File: config.mk
export PLATFORM = sky130hd
export DESIGN_NAME = fifo_rd_ctrl_flat
export DESIGN_NICKNAME = d
export VERILOG_FILES = /design/src/rtl/fifo_rd_ctrl_if.sv /design/src/rtl/fifo_rd_ctrl.sv /design/src/flat_wrapper.sv
export SDC_FILE = /design/constraint.sdc
export NUM_CORES = 1
export LEC_CHECK = 0
export ABC_AREA = 0
export BUFFER_PORTS_ARGS = -buffer_cell sky130_fd_sc_hd__buf_4
export CAP_MARGIN = 20
export CELL_PAD_IN_SITES_DETAIL_PLACEMENT = 1
export CELL_PAD_IN_SITES_GLOBAL_PLACEMENT = 1
export CORE_UTILIZATION = 41
export CTS_BUF_LIST = sky130_fd_sc_hd__clkbuf_2 sky130_fd_sc_hd__clkbuf_4 sky130_fd_sc_hd__clkbuf_8
export DETAILED_ROUTE_END_ITERATION = 16
export MAX_ROUTING_LAYER = met4
export PLACE_DENSITY = 0.78
export SLEW_MARGIN = 20
export SYNTH_ARGS = -nofsm -noshare
export SYNTH_HDL_FRONTEND = slang
export SYNTH_SLANG_ARGS = --single-unit
File: constraint.sdc
create_clock -name clk -period 2.7 [get_ports clk]
set_clock_uncertainty 0.1 [all_clocks]
set_input_delay 0.27 -clock clk [delete_from_list [all_inputs] [get_ports clk]]
set_output_delay 0.27 -clock clk [all_outputs]
set_load 0.01 [all_outputs]
File: src/rtl/fifo_rd_ctrl_if.sv
// Read-side handshake bundle of the dual-clock FIFO: write pointer in, read pointer/flags out.
interface fifo_rd_ctrl_if #(
  parameter int ADDR_W = 4
) ();
  logic [ADDR_W:0]   w_gray_ptr;
  logic              r_en;
  logic              r_ack;
  logic [ADDR_W-1:0] r_addr;
  logic [ADDR_W:0]   r_gray_ptr;
  logic              empty;
  logic              almost_empty;
  logic [ADDR_W:0]   level;
  logic              err;

  modport master (
    output w_gray_ptr, r_en,
    input  r_ack, r_addr, r_gray_ptr, empty, almost_empty, level, err
  );

  modport slave (
    input  w_gray_ptr, r_en,
    output r_ack, r_addr, r_gray_ptr, empty, almost_empty, level, err
  );
endinterface

File: src/rtl/fifo_rd_ctrl.sv
// Read-domain pointer control of the dual-clock FIFO: syncs the Gray write pointer, tracks the read pointer.
// Optional macro FIFO_RD_ERR_EN builds the sticky underflow / impossible-level error flag.
module fifo_rd_ctrl #(
  parameter int ADDR_W       = 4,
  parameter int ALMOST_EMPTY = 2
) (
  input  logic           clk,
  input  logic           rst_n,
  fifo_rd_ctrl_if.slave  bus
);
  localparam logic [ADDR_W:0] AE_LEVEL = (ADDR_W+1)'(ALMOST_EMPTY);

  logic [ADDR_W:0] sync1_reg;
  logic [ADDR_W:0] sync2_reg;
  logic [ADDR_W:0] w_bin_next;
  logic [ADDR_W:0] w_bin_reg;
  logic [ADDR_W:0] r_bin_reg;
  logic [ADDR_W:0] r_bin_next;
  logic [ADDR_W:0] r_gray_reg;
  logic [ADDR_W:0] level_next;
  logic            empty_next;
  logic            r_ack_next;

  // Two plain flops back to back; nothing may sit between them.
  always_ff @(posedge clk) begin
    if (!rst_n) begin
      sync1_reg <= '0;
      sync2_reg <= '0;
    end else begin
      sync1_reg <= bus.w_gray_ptr;
      sync2_reg <= sync1_reg;
    end
  end

  generate
    for (genvar gi = 0; gi <= ADDR_W; gi++) begin : g_gray2bin
      assign w_bin_next[gi] = ^sync2_reg[ADDR_W:gi];
    end
  endgenerate

  always_ff @(posedge clk) begin
    if (!rst_n) begin
      w_bin_reg <= '0;
    end else begin
      w_bin_reg <= w_bin_next;
    end
  end

  // Modular subtraction keeps level correct across pointer wrap.
  assign level_next = w_bin_reg - r_bin_reg;
  assign empty_next = (level_next == '0);
  assign r_ack_next = bus.r_en & ~empty_next;
  assign r_bin_next = r_bin_reg + 1'b1;

  always_ff @(posedge clk) begin
    if (!rst_n) begin
      r_bin_reg  <= '0;
      r_gray_reg <= '0;
    end else if (r_ack_next) begin
      r_bin_reg  <= r_bin_next;
      r_gray_reg <= r_bin_next ^ (r_bin_next >> 1);
    end
  end

  assign bus.r_ack        = r_ack_next;
  assign bus.r_addr       = r_bin_reg[ADDR_W-1:0];
  assign bus.r_gray_ptr   = r_gray_reg;
  assign bus.level        = level_next;
  assign bus.empty        = empty_next;
  assign bus.almost_empty = (level_next <= AE_LEVEL);

`ifdef FIFO_RD_ERR_EN
  logic err_reg;
  logic level_bad;

  // Anything above 2^ADDR_W means the pointers have diverged.
  assign level_bad = level_next[ADDR_W] & (|level_next[ADDR_W-1:0]);

  always_ff @(posedge clk) begin
    if (!rst_n) begin
      err_reg <= 1'b0;
    end else if ((bus.r_en & empty_next) | level_bad) begin
      err_reg <= 1'b1;
    end
  end

  assign bus.err = err_reg;
`else
  assign bus.err = 1'b0;
`endif
endmodule
File: src/flat_wrapper.sv
// flat-port wrapper written by rule: the top's interface ports become plain ports
module fifo_rd_ctrl_flat 
#(
  parameter int ADDR_W       = 4,
  parameter int ALMOST_EMPTY = 2
)
  (clk, rst_n, bus_w_gray_ptr, bus_r_en, bus_r_ack, bus_r_addr, bus_r_gray_ptr, bus_empty, bus_almost_empty, bus_level, bus_err);
  fifo_rd_ctrl_if #(.ADDR_W(ADDR_W)) bus_i ();
  input  logic clk;
  input  logic rst_n;
  input wire logic [$bits(bus_i.w_gray_ptr)-1:0] bus_w_gray_ptr;
  input wire logic [$bits(bus_i.r_en)-1:0] bus_r_en;
  output wire logic [$bits(bus_i.r_ack)-1:0] bus_r_ack;
  output wire logic [$bits(bus_i.r_addr)-1:0] bus_r_addr;
  output wire logic [$bits(bus_i.r_gray_ptr)-1:0] bus_r_gray_ptr;
  output wire logic [$bits(bus_i.empty)-1:0] bus_empty;
  output wire logic [$bits(bus_i.almost_empty)-1:0] bus_almost_empty;
  output wire logic [$bits(bus_i.level)-1:0] bus_level;
  output wire logic [$bits(bus_i.err)-1:0] bus_err;
  assign bus_i.w_gray_ptr = bus_w_gray_ptr;
  assign bus_i.r_en = bus_r_en;
  assign bus_r_ack = bus_i.r_ack;
  assign bus_r_addr = bus_i.r_addr;
  assign bus_r_gray_ptr = bus_i.r_gray_ptr;
  assign bus_empty = bus_i.empty;
  assign bus_almost_empty = bus_i.almost_empty;
  assign bus_level = bus_i.level;
  assign bus_err = bus_i.err;
  fifo_rd_ctrl #(.ADDR_W(ADDR_W), .ALMOST_EMPTY(ALMOST_EMPTY)) u_core (.clk(clk), .rst_n(rst_n), .bus(bus_i));
endmodule
After elaboration in Yosys (flattened, before gate mapping)
Cells that the tools add are included.
- order comparisons: 1
- bitwise gates (word level): 3
- add/subtract/negate cells: 2
- reduce and logical (&&, ||, !) cells: 5
- operators by type and width (cell ; count):
    $add 5x1->5 const B ; 1
    $le 5x2->1 const B ; 1
    $logic_not 5->1 ; 1
    $reduce_xor 5->1 ; 1
    $sub 5x5->5 ; 1
    $xor 5x4->5 ; 1
    $reduce_xor 4->1 ; 1
    $reduce_xor 3->1 ; 1
    $reduce_xor 2->1 ; 1
    $and 1x1->1 ; 1
    $not 1->1 ; 1
- register bits: 25

Logic depth before layout (Yosys ltp)
- depth after elaboration: 4
- gate-level depth with buffers: 10
- gate-level depth less buffers: 9

Least setup slack after synthesis
OpenSTA, ideal clock, no wires.
- path type: reg2out
- start: register u_core.r_bin_reg[0]
- end: output port bus_almost_empty
- setup slack: 0.081 ns
- data required time: 2.330 ns
- cell stages (with the launch flop): 7
- buffers on the path: 0
- arrival: 2.249 ns
- cells stage by stage: dfxtp_1 > ha_1 > fa_1 > nand2b_1 > a21oi_1 > xnor2_1 > a2111oi_0
- longest elaborated chain between the ends: 2
- ends and longest elaborated chain (what ; RTL line ; RTL):
    start, declared ; fifo_rd_ctrl.sv:17 ; logic [ADDR_W:0] r_bin_reg;
    start signal, assigned ; fifo_rd_ctrl.sv:60 ; r_bin_reg <= r_bin_next;
    $sub 5x5->5 ; fifo_rd_ctrl.sv:50 ; assign level_next = w_bin_reg - r_bin_reg;
    named net bus_level[4] ; flat_wrapper.sv:18 ; output wire logic [$bits(bus_i.level)-1:0] bus_level;
    $le 5x2->1 ; fifo_rd_ctrl.sv:70 ; assign bus.almost_empty = (level_next <= AE_LEVEL);
    end, declared ; flat_wrapper.sv:17 ; output wire logic [$bits(bus_i.almost_empty)-1:0] bus_almost_empty;
The timed path passes the listed nets, and every way through them passes these cells.

Final worst setup path
- start: register u_core.w_bin_reg[0]
- end: output port bus_r_ack
- longest elaborated chain between the ends: 4
- ends and longest elaborated chain (what ; RTL line ; RTL):
    start, declared ; fifo_rd_ctrl.sv:16 ; logic [ADDR_W:0] w_bin_reg;
    start signal, assigned ; fifo_rd_ctrl.sv:45 ; w_bin_reg <= w_bin_next;
    $sub 5x5->5 ; fifo_rd_ctrl.sv:50 ;
    $logic_not 5->1 ; fifo_rd_ctrl.sv:51 ; assign empty_next = (level_next == '0);
    $not 1->1 ; fifo_rd_ctrl.sv:52 ; assign r_ack_next = bus.r_en & ~empty_next;
    $and 1x1->1 ; fifo_rd_ctrl.sv:52 ;
    end, declared ; flat_wrapper.sv:13 ; output wire logic [$bits(bus_i.r_ack)-1:0] bus_r_ack;
Every way passes these cells.

==> results.md <==
* Largest net degree at the start of global routing at 20
* Sink Count at 24
* # IOs at 26
* Area grow syn2layout at 31.56%
* Slew Limit Fails at 0
* Num rows at 18
* CP required at 2.33 ns
* Initial drt markers at 9
* Sw Ratio at about a third
* Leakage at 0.0006379 uW
* Max Fclk at 373.6 MHz
* Initial antenna violation count at 0
* Hold Path Class: primary input to flop
* Hold Crit Depth at 2
* CP Class: flop to output port
* Combinational power share at about 46%
* Avg Inst Size Synth at 9.503 um^2
* Critical Path AT at ~2.3 ns
* GRT Residual Overflow at 0
* DRC at 0
* H-tree levels at 1
* Seq/Total Area, Yosys at between 40 and 50%
* Met2 GRT Util at 37.24%
* Diode count at 0
* Placer Congestion at roughly 0.8
* Core area at ~2500 um^2
* #FFs+latches synth at 24
* Max cap viols at 0
* Global route hottest layer: met2
* CTS Root Cell: clkbuf_4
* First-pass GRT wire length at 4167 um
* Hold Slack at 0.05270 ns
* Initial Util at 44.09%
* Vias in the first global route at about 900
* CTS tree: yes
* Util after Layout at about three fifths
* TritonRoute pass-1 iters at 4
* WL final at 2692 um
* RSZ-0062 raised after global routing: yes
* Die area at 2900 um^2
* Final nets at ~160
* Sequential share of power at between 30% and 40%
* Mapped Cells at ~120
* Chip width at between 50 and 60 um
* Share of cells above drive strength 1 at a little over a third
* Yosys synthesis warning count at 0
* GR Util met1 at a little under a quarter
* Status: finished clean
* Startpoint Class: flop
* CTS Buffer Depth at 2
* Minimum clock period at ~2.7 ns
* I/O Buffers at 24
* Final worst-path cycle share at a little under 100%
* Chip height at about 54 um
* Critical Path End Type: output port
* Post-CTS Hold Buffers at 0
* CTS buffer count at 3
* # setup viols final at 0
* R2R depth at 9
* Antenna Nets Post-Route at 0
* GRT Total Usage at between 20% and 30%
* Syn nets at 130
* HPWL after DPL at approximately 1800 um
* Cell Pwr Density at roughly 860 nW/um^2
* Clock power frac at between 20% and 30%
* Via count at between 800 and 900
* Max VDD drop at slightly above 600 uV
* Drt via density at around 5.1
* Grt met3 use at approximately 4%
* Worst-path clk slew at 0.12 ns
* Syn Std Cell Area at ~1100 um^2
* Post-synthesis cell type count at 29
* Worst-path fanout max at 3
* Clock Latency Late Sink at between 0.3 and 0.4 ns
* Final Hold Viols at 0
* Drt wl/cell at 15.47 um
* Net Sw Power at between 400 and 500 uW
* Int Pwr at 821.4 uW
==> worst paths after layout <==
kind,from,end,slack [ns]
setup / recovery,u_core.w_bin_reg[0]$_SDFF_PN0_,bus_r_ack,0.02
hold / removal,bus_w_gray_ptr[3],u_core.sync1_reg[3]$_SDFF_PN0_,0.05
setup reg to reg,u_core.r_bin_reg[3]$_SDFFE_PN0P_,u_core.r_bin_reg[3]$_SDFFE_PN0P_,0.17
hold reg to reg,u_core.sync1_reg[0]$_SDFF_PN0_,u_core.sync2_reg[0]$_SDFF_PN0_,0.35
==> through the flow <==
| stage | setup slack [ns] | total power (uW) | setup TNS [ns] | area [um^2] | std cells |
|---|---|---|---|---|---|
| final | 0.02317 | 1249 | 0 | 1450 | 174 |
| after global routing | -0.07557 | 1326 | -0.07557 | 1450 | 174 |
| after global placement | 0.2122 | 859.4 | 0 | 1308 | 167 |
| after detailed placement | 0.02232 | 888.7 | 0 | 1308 | 167 |
| after CTS | -0.07341 | 1192 | -0.07341 | 1395 | 172 |
| after floorplan | 0.08141 | 697.4 | 0 | 1102 | 116 |
==> power groups by stage <==
| stage | registers, uW | clock network, uW | logic, uW |
|---|---|---|---|
| 2_1_floorplan | 431 | 0 | 267 |
| 3_3_place_gp | 416 | 0 | 443 |
| 3_5_place_dp | 419 | 0 | 470 |
| 4_1_cts | 412 | 264 | 516 |
| 5_1_grt | 422 | 279 | 625 |
| 6_report | 417 | 256 | 576 |
==> critical path, cell delays in order (launching register included) <==
cell,delay (ns)
dfxtp_2,0.35
inv_2,0.04
ha_4,0.16
fa_2,0.55
inv_2,0.05
or3_4,0.40
o31ai_4,0.24
inv_1,0.09
buf_6,0.13
==> kinds of logic after synthesis <==
logic type,count (synthesis),share of synthesized area [%]
other cells,1,0.3402
flops,24,43.59
buf+inv,16,6.583
compound gates,19,12.26
xor+xnor,15,12.60
simple gates,35,17.14
fa+ha+maj,6,7.492
==> final cells by class <==
class,instances,area [um^2]
repair buffers,30,229.0
multi-input cells,76,608.1
inverters,10,37.54
well taps,30,37.54
flip-flops and latches,24,485.5
fillers,296,1050
clock buffers,3,22.52
clock inverters,1,30.03
==> cells in the mapped netlist <==
| master | instances | share of area [%] |
|---|---|---|
| nor3_1 | 1 | 0.45 |
| or3_4 | 1 | 1.0 |
| nand3_1 | 7 | 3.2 |
| a2111oi_0 | 1 | 0.79 |
| a31oi_1 | 1 | 0.57 |
| nand2_1 | 4 | 1.4 |
| buf_4 | 1 | 0.68 |
| o21ai_0 | 4 | 1.8 |
| nor2_1 | 6 | 2.0 |
| nand2b_1 | 1 | 0.57 |
| a21oi_1 | 5 | 2.3 |
| o22ai_1 | 1 | 0.57 |
| ha_1 | 5 | 5.7 |
| o21ai_2 | 1 | 0.79 |
| dfxtp_1 | 24 | 44 |
| xnor2_1 | 6 | 4.8 |
| a221oi_1 | 1 | 0.79 |
| inv_1 | 10 | 3.4 |
| and2_1 | 12 | 6.8 |
| conb_1 | 1 | 0.34 |
| o31ai_1 | 4 | 2.7 |
| xor2_2 | 1 | 1.5 |
| xor2_1 | 8 | 6.4 |
| buf_6 | 1 | 1.0 |
| buf_2 | 1 | 0.45 |
| or3_1 | 3 | 1.7 |
| fa_1 | 1 | 1.8 |
| o31ai_4 | 1 | 1.9 |
| clkbuf_1 | 3 | 1.0 |
==> layer usage <==
metal | vias up | routed length (um)
met5 | - | 0
met3 | 2 | 94
met2 | 25 | 1416
met1 | 431 | 1162
met4 | 0 | 19
li1 | 435 | -
==> layout by cell type, fill, tap and decap left out, types with 4 or more instances in the layout <==
cell type	instances
and2_1	12
buf_4	29
dfxtp_1	20
dfxtp_2	4
ha_1	4
inv_1	8
nand2_1	4
nand3_1	7
nor2_1	6
o21ai_0	4
o31ai_1	4
xnor2_1	4
xor2_1	8
==> repair_timing <==
action | 4_1_cts | 5_1_grt
setup endpoints to repair | 2 | 2
pin swaps | 3 | 5
setup buffers | 1 | 2
resized for setup | 6 | 12
Power figures use the tool's default switching activity.
